## src/rtl/alu_multicycle_pkg.sv

```systemverilog
// rtl/alu_multicycle_pkg.sv - opcodes, FSM states and op classification for the multi-cycle ALU
package alu_multicycle_pkg;

   typedef enum logic [2:0] {
      ALU_AND  = 3'b000,
      ALU_OR   = 3'b001,
      ALU_ADD  = 3'b010,
      ALU_DIVU = 3'b011,
      ALU_SUB  = 3'b100,
      ALU_MUL  = 3'b101,
      ALU_SLT  = 3'b110,
      ALU_REMU = 3'b111
   } alu_op_e;

   typedef enum logic [1:0] {
      ST_IDLE = 2'b00,
      ST_BUSY = 2'b01,
      ST_DONE = 2'b10
   } alu_state_e;

   function automatic logic is_iter_op(alu_op_e op);
      return (op == ALU_MUL) || (op == ALU_DIVU) || (op == ALU_REMU);
   endfunction

endpackage

```

## src/rtl/alu_multicycle_if.sv

```systemverilog
// rtl/alu_multicycle_if.sv - operand/result handshake bundle between pipeline control and the ALU
interface alu_multicycle_if
   import alu_multicycle_pkg::*;
#(
   parameter int WIDTH = 32
) ();

   logic             in_valid;
   logic             in_ready;
   alu_op_e          op;
   logic [WIDTH-1:0] src_a;
   logic [WIDTH-1:0] src_b;
   logic             out_valid;
   logic             out_ready;
   logic [WIDTH-1:0] result;
   logic             zero_f;

   modport master (
      output in_valid, op, src_a, src_b, out_ready,
      input  in_ready, out_valid, result, zero_f
   );

   modport slave (
      input  in_valid, op, src_a, src_b, out_ready,
      output in_ready, out_valid, result, zero_f
   );

endinterface

```

## src/rtl/alu_multicycle_iter_unit.sv

```systemverilog
// rtl/alu_multicycle_iter_unit.sv - shift-add multiplier and restoring divider sharing one adder and counter
module alu_iter_unit
   import alu_multicycle_pkg::*;
#(
   parameter int WIDTH = 32,
   parameter int CNT_W = $clog2(WIDTH + 1)
) (
   input  logic             clk,
   input  logic             rst,
   input  logic             start_i,
   input  logic             abort_i,
   input  alu_op_e          op_i,
   input  logic [WIDTH-1:0] a_i,
   input  logic [WIDTH-1:0] b_i,
   output logic             done_o,
   output logic [WIDTH-1:0] result_o
);

   // p: product / remainder, q: multiplier / quotient, m: multiplicand / divisor
   logic             busy_q;
   logic             is_mul_q;
   logic             is_rem_q;
   logic [CNT_W-1:0] cnt_q;
   logic [WIDTH-1:0] p_q, q_q, m_q;
   logic [WIDTH-1:0] p_d, q_d, m_d;
   logic [WIDTH:0]   add_x, add_y;
   logic [WIDTH+1:0] sum;
   logic             ge;
   logic             unused_sum_bit;

   always_comb begin
      add_x = is_mul_q ? {1'b0, p_q} : {p_q, q_q[WIDTH-1]};
      add_y = is_mul_q ? {1'b0, m_q} : ~{1'b0, m_q};
      sum   = {1'b0, add_x} + {1'b0, add_y} + {{(WIDTH + 1){1'b0}}, ~is_mul_q};
      ge    = sum[WIDTH+1];
   end

   assign unused_sum_bit = sum[WIDTH];

   always_comb begin
      p_d = p_q;
      q_d = q_q;
      m_d = m_q;
      if (is_mul_q) begin
         p_d = q_q[0] ? sum[WIDTH-1:0] : p_q;
         q_d = q_q >> 1;
         m_d = m_q << 1;
      end else begin
         // divisor zero always "fits": quotient all ones, remainder shifts back to A
         p_d = ge ? sum[WIDTH-1:0] : add_x[WIDTH-1:0];
         q_d = {q_q[WIDTH-2:0], ge};
      end
   end

   assign done_o   = busy_q && (cnt_q == CNT_W'(WIDTH - 1));
   assign result_o = (is_mul_q || is_rem_q) ? p_d : q_d;

   always_ff @(posedge clk or posedge rst) begin
      if (rst) begin
         busy_q   <= 1'b0;
         is_mul_q <= 1'b0;
         is_rem_q <= 1'b0;
         cnt_q    <= '0;
         p_q      <= '0;
         q_q      <= '0;
         m_q      <= '0;
      end else if (abort_i) begin
         busy_q <= 1'b0;
         cnt_q  <= '0;
      end else if (start_i) begin
         busy_q   <= 1'b1;
         is_mul_q <= (op_i == ALU_MUL);
         is_rem_q <= (op_i == ALU_REMU);
         cnt_q    <= '0;
         p_q      <= '0;
         q_q      <= (op_i == ALU_MUL) ? b_i : a_i;
         m_q      <= (op_i == ALU_MUL) ? a_i : b_i;
      end else if (busy_q) begin
         p_q <= p_d;
         q_q <= q_d;
         m_q <= m_d;
         if (done_o) begin
            busy_q <= 1'b0;
            cnt_q  <= '0;
         end else begin
            cnt_q <= cnt_q + CNT_W'(1);
         end
      end
   end

endmodule

```

## src/rtl/alu_multicycle.sv

```systemverilog
// rtl/alu_multicycle.sv - multi-cycle ALU top: handshake FSM, single-cycle datapath, result registers
module alu_multicycle
   import alu_multicycle_pkg::*;
#(
   parameter int WIDTH = 32
) (
   input  logic            clk,
   input  logic            rst,
   input  logic            flush,
   alu_multicycle_if.slave bus
);

   localparam int CNT_W = $clog2(WIDTH + 1);

   alu_state_e       state_q, state_d;
   logic [WIDTH-1:0] result_q, result_d;
   logic             zero_q, zero_d;
   logic [WIDTH-1:0] single_result;
   logic [WIDTH-1:0] iter_result;
   logic             iter_start;
   logic             iter_done;
   logic             accept;

   assign bus.in_ready  = (state_q == ST_IDLE) && !flush;
   assign bus.out_valid = (state_q == ST_DONE);
   assign bus.result    = result_q;
   assign bus.zero_f    = zero_q;
   assign accept        = bus.in_valid && bus.in_ready;

   always_comb begin
      single_result = '0;
      case (bus.op)
         ALU_AND: single_result = bus.src_a & bus.src_b;
         ALU_OR:  single_result = bus.src_a | bus.src_b;
         ALU_ADD: single_result = bus.src_a + bus.src_b;
         ALU_SUB: single_result = bus.src_a - bus.src_b;
         ALU_SLT: single_result = {{(WIDTH - 1){1'b0}}, $signed(bus.src_a) < $signed(bus.src_b)};
         default: single_result = '0;
      endcase
   end

   always_comb begin
      state_d    = state_q;
      result_d   = result_q;
      zero_d     = zero_q;
      iter_start = 1'b0;
      case (state_q)
         ST_IDLE: begin
            if (accept) begin
               if (is_iter_op(bus.op)) begin
                  state_d    = ST_BUSY;
                  iter_start = 1'b1;
               end else begin
                  state_d  = ST_DONE;
                  result_d = single_result;
                  zero_d   = (single_result == '0);
               end
            end
         end
         ST_BUSY: begin
            if (iter_done) begin
               state_d  = ST_DONE;
               result_d = iter_result;
               zero_d   = (iter_result == '0);
            end
         end
         ST_DONE: begin
            if (bus.out_ready) begin
               state_d = ST_IDLE;
            end
         end
         default: state_d = ST_IDLE;
      endcase
      if (flush) begin
         state_d = ST_IDLE;
      end
   end

   always_ff @(posedge clk or posedge rst) begin
      if (rst) begin
         state_q  <= ST_IDLE;
         result_q <= '0;
         zero_q   <= 1'b0;
      end else begin
         state_q  <= state_d;
         result_q <= result_d;
         zero_q   <= zero_d;
      end
   end

   alu_iter_unit #(
      .WIDTH (WIDTH),
      .CNT_W (CNT_W)
   ) u_iter (
      .clk      (clk),
      .rst      (rst),
      .start_i  (iter_start),
      .abort_i  (flush),
      .op_i     (bus.op),
      .a_i      (bus.src_a),
      .b_i      (bus.src_b),
      .done_o   (iter_done),
      .result_o (iter_result)
   );

endmodule

```

## src/flat_wrapper.sv

```systemverilog
// flat-port wrapper written by rule: the top's interface ports become plain ports
module alu_multicycle_flat import alu_multicycle_pkg::*;
#(
   parameter int WIDTH = 32
)
  (clk, rst, flush, bus_in_valid, bus_op, bus_src_a, bus_src_b, bus_out_ready, bus_in_ready, bus_out_valid, bus_result, bus_zero_f);
  alu_multicycle_if #(.WIDTH(WIDTH)) bus_i ();
  input  logic clk;
  input  logic rst;
  input  logic flush;
  input wire logic [$bits(bus_i.in_valid)-1:0] bus_in_valid;
  input wire logic [$bits(bus_i.op)-1:0] bus_op;
  input wire logic [$bits(bus_i.src_a)-1:0] bus_src_a;
  input wire logic [$bits(bus_i.src_b)-1:0] bus_src_b;
  input wire logic [$bits(bus_i.out_ready)-1:0] bus_out_ready;
  output wire logic [$bits(bus_i.in_ready)-1:0] bus_in_ready;
  output wire logic [$bits(bus_i.out_valid)-1:0] bus_out_valid;
  output wire logic [$bits(bus_i.result)-1:0] bus_result;
  output wire logic [$bits(bus_i.zero_f)-1:0] bus_zero_f;
  assign bus_i.in_valid = bus_in_valid;
  assign bus_i.op = bus_op;
  assign bus_i.src_a = bus_src_a;
  assign bus_i.src_b = bus_src_b;
  assign bus_i.out_ready = bus_out_ready;
  assign bus_in_ready = bus_i.in_ready;
  assign bus_out_valid = bus_i.out_valid;
  assign bus_result = bus_i.result;
  assign bus_zero_f = bus_i.zero_f;
  alu_multicycle #(.WIDTH(WIDTH)) u_core (.clk(clk), .rst(rst), .flush(flush), .bus(bus_i));
endmodule
```

## config.mk

```make
export PLATFORM = sky130hd
export DESIGN_NAME = alu_multicycle_flat
export DESIGN_NICKNAME = d
export VERILOG_FILES = /design/src/rtl/alu_multicycle_pkg.sv /design/src/rtl/alu_multicycle_if.sv /design/src/rtl/alu_multicycle_iter_unit.sv /design/src/rtl/alu_multicycle.sv /design/src/flat_wrapper.sv
export SDC_FILE = /design/constraint.sdc
export NUM_CORES = 1
export LEC_CHECK = 0
export CAP_MARGIN = 20
export CORE_ASPECT_RATIO = 0.6
export CORE_MARGIN = 5
export CORE_UTILIZATION = 30
export CTS_CLUSTER_DIAMETER = 30
export DETAILED_ROUTE_END_ITERATION = 10
export GPL_TIMING_DRIVEN = 0
export MAX_ROUTING_LAYER = met4
export PLACE_DENSITY = 0.49
export RECOVER_POWER = 25
export SLEW_MARGIN = 20
export SYNTH_ARGS = -nofsm -noshare
export SYNTH_HDL_FRONTEND = slang
export SYNTH_SLANG_ARGS = --single-unit
```

## constraint.sdc

```tcl
create_clock -name clk -period 11.05 [get_ports clk]
set_clock_uncertainty 0.1 [all_clocks]
set_input_delay 1.105 -clock clk [delete_from_list [all_inputs] [get_ports clk]]
set_output_delay 1.105 -clock clk [all_outputs]
set_load 0.02 [all_outputs]
```

==> flow_metrics.env <==
export IMPL_status="finished with violations"
export IMPL_violations="capacitance limit, slew limit"
export IMPL_synth_largest_area_cell="dfrtp_1"
export IMPL_overflow=0
export IMPL_pre_cts_ws_ns=3.070
export IMPL_synth_top_flop_cell="dfrtp_1"
export IMPL_pwr_share_comb=0.636
export IMPL_cts_tree="done"
export IMPL_syn_inst=2121
export IMPL_min_path_type="reg2reg"
export IMPL_crit_required_ns=11.33
export IMPL_synth_seq_cells=140
export IMPL_end_kind="register"
export IMPL_setup_tns_ns=0
export IMPL_clkPwrFrac=0.142
export IMPL_hold_viol_final=0
export IMPL_post_route_util=0.3504
export IMPL_rsz0062_at_grt="false"
export IMPL_gp_congestion=0.9875
export IMPL_drcViolationCount=0
export IMPL_cts_resized_gates=0
export IMPL_finalMaxSlewViolations=143
export IMPL_grt_pass1_vias=16196
export IMPL_final_layout_size_suffix_gt1_frac=0.05268
export IMPL_port_buffers=105
export IMPL_holdWs_ns=0.3942
export IMPL_dpl_hpwl_um=65430
export IMPL_coreArea_um2=52290
export IMPL_fp_dieW_um=306.1
export IMPL_worst_slew_pin_slew_ns=4.627
export IMPL_arrival_ns=8.60
export IMPL_grt_util_all_layers=0.2729
export IMPL_yosysWarnings=0
export IMPL_post_drt_wl_per_cell_um=26.77
export IMPL_cp_slowest_cell="buf_1"
export IMPL_die_h_um=187.7
export IMPL_path_delay_family="buffers and inverters"
export IMPL_grt_pass1_wl_um=114400
export IMPL_htree_num_levels=4
export IMPL_min_period_over_period=0.7537
export IMPL_async_reset_ff_frac=1.000
export IMPL_startpoint="u_core.u_iter.is_mul_q$_DFFE_PP0P_"
export IMPL_yosysUniqueCellTypes=88
export IMPL_min_from="u_core.bus.result[2]$_DFFE_PP0P_"
export IMPL_leakage_nw=7.853
export IMPL_cts_setup_buffers=0
export IMPL_io_pins=107
export IMPL_power_density_nw_per_um2=231.0
export IMPL_grt_max_degree=81
export IMPL_fin_area_um2=18330
export IMPL_p_int_mw=2.025
export IMPL_cts_hold_buffers=0
export IMPL_drv_cap=2
export IMPL_clk_latency_ns=0.45
export IMPL_placed_area_um2=17770
export IMPL_post_route_min_period_ns=8.328
export IMPL_firstDrtPassIters=7
export IMPL_start_kind="register"
export IMPL_relSlewSlack=-2.085
export IMPL_numCtsBuffers=17
export IMPL_finalSetupViolCount=0
export IMPL_ant_nets=0
export IMPL_synthesis_area_um2=15780
export IMPL_vias=17781
export IMPL_synth_edff_count=0
export IMPL_p_sw_mw=2.208
export IMPL_syn_avg_cell_area_um2=7.442
export IMPL_dieArea_um2=57450
export IMPL_cts_root_buf="clkbuf_16"
export IMPL_viasPerCell=6.001
export IMPL_clk_pin_slew_ns=0.07
export IMPL_crit_fanout=10
export IMPL_switching_share=0.5217
export IMPL_path_class="reg2reg"
export IMPL_rows=65
export IMPL_antenna_found_initial=0
export IMPL_slowest_delay_ns=0.71
export IMPL_drt_first_iter_violations=2314
export IMPL_power_share_sequential=0.223
export IMPL_clock_fmax_ghz=0.1201
export IMPL_routed_wl_um=79320
export IMPL_final_nets=2453
export IMPL_crit_chain="clkbuf_1 -> clkbuf_1 -> buf_1 -> buf_1 -> xnor2_1 -> ha_1 -> buf_2 -> nand4_1 -> nor4_1 -> o211ai_2 -> a21o_1 -> o21ai_2 -> nor3_2 -> buf_6 -> a222oi_1 -> a21oi_1 -> nor4_1 -> nand4_1 -> or4_1 -> o21bai_1"
export IMPL_yosysMostFrequentCell="a21oi_1"
export IMPL_synth_fp_nets=2327
export IMPL_initial_core_util=0.3018
export IMPL_ir_drop_mv=0.1362
export IMPL_r2r_start="u_core.u_iter.is_mul_q$_DFFE_PP0P_"
export IMPL_crit_buf_inv=6
export IMPL_setup_ws_ns=2.722
export IMPL_synth_top_cells_by_area="dfrtp_1 (22%), ha_1 (10%), a21oi_1 (7.6%), nor2_1 (5.4%), nand2_1 (5.2%)"
export IMPL_area_growth_pct=16.10
export IMPL_synth_common_cells="a21oi_1 (239), nor2_1 (226), nand2_1 (220)"
export IMPL_yosysSeqAreaShare=0.2220
export IMPL_clockBufferDepth=2
export IMPL_clock_sinks=140
export IMPL_synth_top_area_share=0.2220
## kinds of logic after synthesis
logic type | share of synthesized area
xor+xnor | 0.03829
simple gates | 0.1824
compound gates | 0.3054
fa+ha+maj | 0.1076
buf+inv | 0.06801
mux | 0.07626
flops | 0.2220
## worst paths after layout
| path | end | slack (ns) | cells past startpoint |
|---|---|---|---|
| setup / recovery | u_core.bus.zero_f$_DFFE_PP0P_ | 2.72 | 20 |
| hold / removal | u_core.bus.result[2]$_DFFE_PP0P_ | 0.39 | 2 |
| max in group asynchronous | u_core.u_iter.q_q[2]$_DFFE_PP0P_ | 3.63 | 3 |
| min in group asynchronous | u_core.u_iter.cnt_q[4]$_DFFE_PP0P_ | 1.84 | 2 |
| hold reg to reg | u_core.bus.result[2]$_DFFE_PP0P_ | 0.39 | 2 |
| setup reg to reg | u_core.bus.zero_f$_DFFE_PP0P_ | 2.72 | 20 |
## metrics by stage
stage,cells,total power [mW]
after floorplan,2121,2.614
after global placement,2929,3.531
after detailed placement,2931,3.548
after CTS,2962,4.150
after global routing,2962,4.486
final,2963,4.233
## cell usage in the layout (no fill, tap or decap), types with 15 or more instances in the layout
cell type	netlist	routed
a21oi_1	239	238
nor2_1	226	226
nand2_1	220	220
o21ai_0	164	164
inv_1	141	140
dfrtp_1	140	140
ha_1	131	131
clkbuf_1	118	120
clkdlybuf4s50_1	0	104
mux2i_1	76	76
xnor2_1	55	55
o221ai_1	42	42
mux2_2	38	38
nor3_1	35	35
nand3_1	32	32
a21o_1	26	26
a211oi_1	25	25
o211ai_1	23	23
nand4_1	19	19
nor2b_1	19	19
a31oi_1	17	17
clkbuf_16	0	17
o21a_1	16	16
o21bai_1	16	16
o31ai_1	15	15
## metal layers
metal	share of wire	up-vias	routed length, um	track usage
li1	-	7957	-	-
met1	0.51	8783	40710	0.4464
met2	0.37	983	29050	0.3377
met3	0.11	58	8908	0.06390
met4	0.0081	0	643	0.02809
met5	0	-	0	-
## flip-flops by register name (all words and copies together), names as in the netlist
signal and cells:
u_core.u_iter.q_q 32, u_core.u_iter.is_mul_q 1, u_core.u_iter.cnt_q 6, u_core.u_iter.is_rem_q 1, u_core.bus.result 32, u_core.state_q 2, u_core.bus.zero_f 1, u_core.u_iter.p_q 32
u_core.u_iter.m_q 32, u_core.u_iter.busy_q 1
## worst reg2reg max path: cells and delay by family (launching register included)
family          cells  cell delay [ns]
compound gates      6             1.56
xor+xnor            1             0.21
fa+ha+maj           1             0.31
buf+inv             6             2.82
flops               1             0.66
simple gates        6             2.60
## final cells by class
type	count	area (um2)
timing repair buffer	107	1066
tap	703	879.6
sequential	140	3503
clock inverter	11	120.1
multi-input combinational	1700	11220
fill	5603	33970
buffer	140	548.0
clock buffer	20	456.7
inverter	141	530.5
antenna	1	2.502
## power by group through the flow
stage | Clock, mW | Combinational (mW) | Sequential [mW]
6_report | 0.599 | 2.69 | 0.943
2_1_floorplan | 0 | 1.73 | 0.886
4_1_cts | 0.596 | 2.63 | 0.928
3_3_place_gp | 0 | 2.60 | 0.933
3_5_place_dp | 0 | 2.61 | 0.936
5_1_grt | 0.620 | 2.91 | 0.959
Note: power is estimated with default switching activity, not from simulation.
==> RTL change 1 (same settings) <==
`WIDTH` is set to 32 in 4 places; all go to 16.
--- a/src/rtl/alu_multicycle_if.sv
+++ b/src/rtl/alu_multicycle_if.sv
@@ -3,5 +3,5 @@
    import alu_multicycle_pkg::*;
 #(
-   parameter int WIDTH = 32
+   parameter int WIDTH = 16
 ) ();
 
--- a/src/rtl/alu_multicycle_iter_unit.sv
+++ b/src/rtl/alu_multicycle_iter_unit.sv
@@ -3,5 +3,5 @@
    import alu_multicycle_pkg::*;
 #(
-   parameter int WIDTH = 32,
+   parameter int WIDTH = 16,
    parameter int CNT_W = $clog2(WIDTH + 1)
 ) (
--- a/src/rtl/alu_multicycle.sv
+++ b/src/rtl/alu_multicycle.sv
@@ -3,5 +3,5 @@
    import alu_multicycle_pkg::*;
 #(
-   parameter int WIDTH = 32
+   parameter int WIDTH = 16
 ) (
    input  logic            clk,
--- a/src/flat_wrapper.sv
+++ b/src/flat_wrapper.sv
@@ -2,5 +2,5 @@
 module alu_multicycle_flat import alu_multicycle_pkg::*;
 #(
-   parameter int WIDTH = 32
+   parameter int WIDTH = 16
 )
   (clk, rst, flush, bus_in_valid, bus_op, bus_src_a, bus_src_b, bus_out_ready, bus_in_ready, bus_out_valid, bus_result, bus_zero_f);
Ports: changed (resized bus_result, bus_src_a and bus_src_b); port bits go from 107 to 59. The function was not compared with the original's and may differ.
==> RTL change 1 against the unedited design <==
The run still ends with max-capacitance violations, max-slew violations left. Via count fell by 51%. Cell area fell by 49%. First-iteration DRC count fell by 48%. Combinational power fell by 43%. Routed wire length fell by 58%. Global-route usage fell by 4.9 points. Area after synthesis fell by 49%. Power fell by 45%. Sequential cell count fell by 65. Setup slack improved by 1.6 ns. Synthesized cell count fell by 50%. Sequential power fell by 50%.
==> RTL change 1: results (changes against the unedited design) <==
<table>
<tr><th>Metric</th><th>Value</th></tr>
<tr><th colspan="2">Placed design</th></tr>
<tr><td>Routability congestion estimate</td><td>0.934 (-5.5%)</td></tr>
<tr><td>Placed cell count</td><td>1479 (-50%)</td></tr>
<tr><td>DP Wirelength</td><td>27200 um (-58%)</td></tr>
<tr><th colspan="2">Synth</th></tr>
<tr><td>Post-Syn Area per Cell</td><td>7.61 sq um (+2.3%)</td></tr>
<tr><td>Commonest cells in the netlist</td><td>124 x sky130_fd_sc_hd__nand2_1, 110 x sky130_fd_sc_hd__a21oi_1, 88 x sky130_fd_sc_hd__nor2_1</td></tr>
<tr><td>Synth top area cells</td><td>sky130_fd_sc_hd__dfrtp_1 23%, sky130_fd_sc_hd__ha_1 10%, sky130_fd_sc_hd__a21oi_1 6.8%, sky130_fd_sc_hd__nand2_1 5.8%, sky130_fd_sc_hd__mux2i_1 4.5%</td></tr>
<tr><td>Register area share after synthesis</td><td>0.232 (+0.0102)</td></tr>
<tr><td>Mapped Nets</td><td>1171 (-50%)</td></tr>
<tr><th colspan="2">STA</th></tr>
<tr><td>Final-report max-slew violation count</td><td>53 (-63%)</td></tr>
<tr><td>Worst-margin pin slew</td><td>3.04 ns (-1.59 ns)</td></tr>
<tr><th colspan="2">Critical path</th></tr>
<tr><td>Number of cell instances on the worst register-to-register path</td><td>18 (-10%)</td></tr>
<tr><td>Worst setup slack for register-to-register paths</td><td>4.32 ns (+1.60 ns)</td></tr>
<tr><td>Arrival time reported for the critical path endpoint</td><td>6.91 ns (-1.69 ns)</td></tr>
<tr><th colspan="2">GRT</th></tr>
<tr><td>Global Route Usage Sum</td><td>0.224 (-0.0494)</td></tr>
<tr><td>Via count of the first global-routing pass</td><td>8008 (-51%)</td></tr>
<tr><td>Wire length of the first global-routing pass</td><td>50700 um (-56%)</td></tr>
<tr><td>Pin count of the biggest net entering global routing</td><td>53 (-35%)</td></tr>
<tr><th colspan="2">Power and ir drop</th></tr>
<tr><td>Worst voltage drop across the vdd grid</td><td>111 uV (-18%)</td></tr>
<tr><td>Static leakage</td><td>3.94 nW (-50%)</td></tr>
<tr><th colspan="2">Routing</th></tr>
<tr><td>Initial DRC count</td><td>1206 (-48%)</td></tr>
<tr><td>Total via count after detailed routing</td><td>8732 (-51%)</td></tr>
<tr><th colspan="2">Clocking</th></tr>
<tr><td>Clock buffer count from CTS</td><td>9 (-8)</td></tr>
<tr><th colspan="2">Job</th></tr>
<tr><td>Max capacitance violation total</td><td>1 (-1)</td></tr>
<tr><th colspan="2">Hold path</th></tr>
<tr><td>Worst hold start</td><td>u_core.bus.result[1]</td></tr>
<tr><th colspan="2">Status</th></tr>
<tr><td>Result of the run</td><td>finished, violations left</td></tr>
<tr><td>Violated checks</td><td>max-capacitance violations, max-slew violations</td></tr>
<tr><th colspan="2">Cells and area</th></tr>
<tr><td>Final antenna diode count</td><td>0 (-1)</td></tr>
<tr><td>Share of final-layout standard cells stronger than drive strength 1</td><td>0.0573 (+0.00459)</td></tr>
</table>
==> RTL change 1: cells by family after synthesis <==
kind of cell | after synthesis | synth area share
AND/OR/NAND/NOR | 345 | 0.199
adder cells (fa/ha/maj) | 69 | 0.110
multiplexers | 53 | 0.0687
XOR/XNOR | 26 | 0.0282
buffers and inverters | 135 | 0.0658
flip-flops | 75 | 0.232
AO/OA/AOI/OAI | 359 | 0.297
==> RTL change 1: layout make-up <==
class	count	area, sq um
tap	360	450
clock inverter	5	86.3
clock buffer	11	233
timing repair buffer	57	564
sequential	75	1880
buffer	67	277
multi-input combinational	852	5690
inverter	68	256
fill	2795	17000
==> RTL change 1: how the worst max path moves through the flow <==
stage,from,depth (start not counted),to
2_1_floorplan,u_core.u_iter.is_mul_q,18,u_core.bus.zero_f
3_3_place_gp,u_core.u_iter.is_mul_q,18,u_core.bus.zero_f
3_5_place_dp,u_core.u_iter.is_mul_q,18,u_core.bus.zero_f
4_1_cts,u_core.u_iter.is_mul_q,18,u_core.bus.zero_f
5_1_grt,u_core.u_iter.is_mul_q,17,u_core.bus.zero_f
6_report,u_core.u_iter.is_mul_q,18,u_core.bus.zero_f
==> RTL change 1: where the power goes <==
| part | leakage [nW] | switching, mW | internal (mW) |
|---|---|---|---|
| logic | 2.82 | 0.949 | 0.577 |
| registers | 0.961 | 0.117 | 0.359 |
| clock network | 0.154 | 0.124 | 0.200 |
==> RTL change 1: metal layers <==
layer	part of all wire	global-route usage	wire length, um	vias to the layer above
met4	0.0085	0.0339	283	0
li1	-	-	-	4023
met2	0.35	0.258	11600	426
met5	0	-	0	-
met1	0.54	0.367	17900	4257
met3	0.11	0.0626	3660	26
==> RTL change 2 (same settings) <==
Without the edit above. `result_q` no longer has a reset.
--- a/src/rtl/alu_multicycle.sv
+++ b/src/rtl/alu_multicycle.sv
@@ -80,11 +80,13 @@
       if (rst) begin
          state_q  <= ST_IDLE;
-         result_q <= '0;
          zero_q   <= 1'b0;
       end else begin
          state_q  <= state_d;
-         result_q <= result_d;
          zero_q   <= zero_d;
       end
+   end
+
+   always_ff @(posedge clk) begin
+      result_q <= result_d;
    end
 
Formal check against the unedited RTL: not equivalent (Yosys sat finds a counterexample within 4 cycles, from zero or initial values and one cycle with rst high).
==> RTL change 2 against the unedited design <==
Synthesized cell count decreased by 2.4%. Routed wire length increased by 3.0%. Global-route usage increased by 0.77 points. Sequential power decreased by 2%. Core utilization about the same. Die area decreased by 0.24%. The run still ends with max-capacitance violations, max-slew violations left. Hold slack improved by 0.028 ns. Largest cell class unchanged. Area after synthesis decreased by 0.25%. Power increased by 8.7%. Cell area about the same. Final cell count decreased by 1.7%. Sequential cell count unchanged. Setup slack improved by 0.031 ns.
==> RTL change 2: results (changes against the unedited design) <==
<table>
<tr><th>Metric</th><th>Value</th></tr>
<tr><th colspan="2">Status</th></tr>
<tr><td>Result of the run</td><td>finished, violations left</td></tr>
<tr><td>Violated checks</td><td>max-capacitance violations, max-slew violations</td></tr>
<tr><th colspan="2">Synth</th></tr>
<tr><td>Mapped Nets</td><td>2276 (-2.2%)</td></tr>
<tr><td>Post-synth cell types</td><td>94 (+6.8%)</td></tr>
<tr><td>Post-synthesis compound-gate area fraction</td><td>0.326 (+0.0207)</td></tr>
<tr><td>Synth top area cells</td><td>sky130_fd_sc_hd__dfrtp_1 17%, sky130_fd_sc_hd__ha_1 10%, sky130_fd_sc_hd__o21ai_0 6.6%, sky130_fd_sc_hd__nand2_1 6.1%, sky130_fd_sc_hd__edfxtp_1 6.1%</td></tr>
<tr><td>Async SR Flop Fraction</td><td>0.771 (-0.229)</td></tr>
<tr><td>XOR/XNOR Fraction of Synth Area</td><td>0.0362 (-0.00213)</td></tr>
<tr><th colspan="2">Routing</th></tr>
<tr><td>Routed metal-1 wire length</td><td>41600 um (+2.2%)</td></tr>
<tr><td>Drt wl/cell</td><td>28.0 um (+4.8%)</td></tr>
<tr><td>Initial DRC count</td><td>2593 (+12%)</td></tr>
<tr><td>Met2 layer wire length in the routed design</td><td>29700 um (+2.3%)</td></tr>
<tr><td>Met3 routed wirelength</td><td>9580 um (+7.5%)</td></tr>
<tr><th colspan="2">GRT</th></tr>
<tr><td>Via count of the first global-routing pass</td><td>16400 (+1.5%)</td></tr>
<tr><td>Pin count of the biggest net entering global routing</td><td>70 (-14%)</td></tr>
<tr><td>Antenna violations before repair</td><td>2 (+2)</td></tr>
<tr><td>GR Layer Usage met2</td><td>0.345 (+0.00688)</td></tr>
<tr><th colspan="2">Job</th></tr>
<tr><td>Max capacitance violation total</td><td>2 (unchanged)</td></tr>
<tr><th colspan="2">Critical path</th></tr>
<tr><td>Arrival time reported for the critical path endpoint</td><td>8.58 ns (-0.02 ns)</td></tr>
<tr><td>Delay of the slowest cell on the worst path</td><td>0.73 ns (+0.02 ns)</td></tr>
<tr><th colspan="2">Cells and area</th></tr>
<tr><td>Relative area of clock buffers and inverters in the final design</td><td>0.0311 (-0.000397)</td></tr>
<tr><td>Multi-input logic portion of the cell area</td><td>0.607 (-0.00542)</td></tr>
<tr><td>NonClk Buf Share</td><td>0.0893 (+0.00120)</td></tr>
<tr><th colspan="2">STA</th></tr>
<tr><td>Worst-margin pin slew</td><td>4.04 ns (-0.588 ns)</td></tr>
<tr><td>Final-report max-slew violation count</td><td>111 (-22%)</td></tr>
<tr><th colspan="2">Power and ir drop</th></tr>
<tr><td>Power share of the sequential group</td><td>0.201 (-0.022)</td></tr>
<tr><th colspan="2">Placed design</th></tr>
<tr><td>DP Wirelength</td><td>67100 um (+2.5%)</td></tr>
<tr><td>Routability congestion estimate</td><td>0.985 (-0.27%)</td></tr>
</table>
## RTL change 2: metrics by stage
stage,hold WS (ns),power [mW],instances,area [sq um],worst slack [ns]
3_3_place_gp,0.408,3.87,2878,17700,2.98
3_5_place_dp,0.404,3.89,2881,17800,2.90
5_1_grt,0.463,4.89,2913,18300,2.50
2_1_floorplan,0.370,2.87,2070,15700,5.56
6_report,0.423,4.60,2913,18300,2.75
4_1_cts,0.423,4.49,2913,18300,2.90
## RTL change 2: worst paths after layout
check	from	endpoint	cells past startpoint
max in group asynchronous	rst	u_core.u_iter.m_q[28]	3
min in group asynchronous	rst	u_core.u_iter.cnt_q[5]	2
hold / removal	u_core.u_iter.m_q[31]	u_core.u_iter.m_q[31]	2
setup reg to reg	u_core.u_iter.is_mul_q	u_core.bus.zero_f	21
hold reg to reg	u_core.u_iter.m_q[31]	u_core.u_iter.m_q[31]	2
setup / recovery	u_core.u_iter.is_mul_q	u_core.bus.zero_f	21
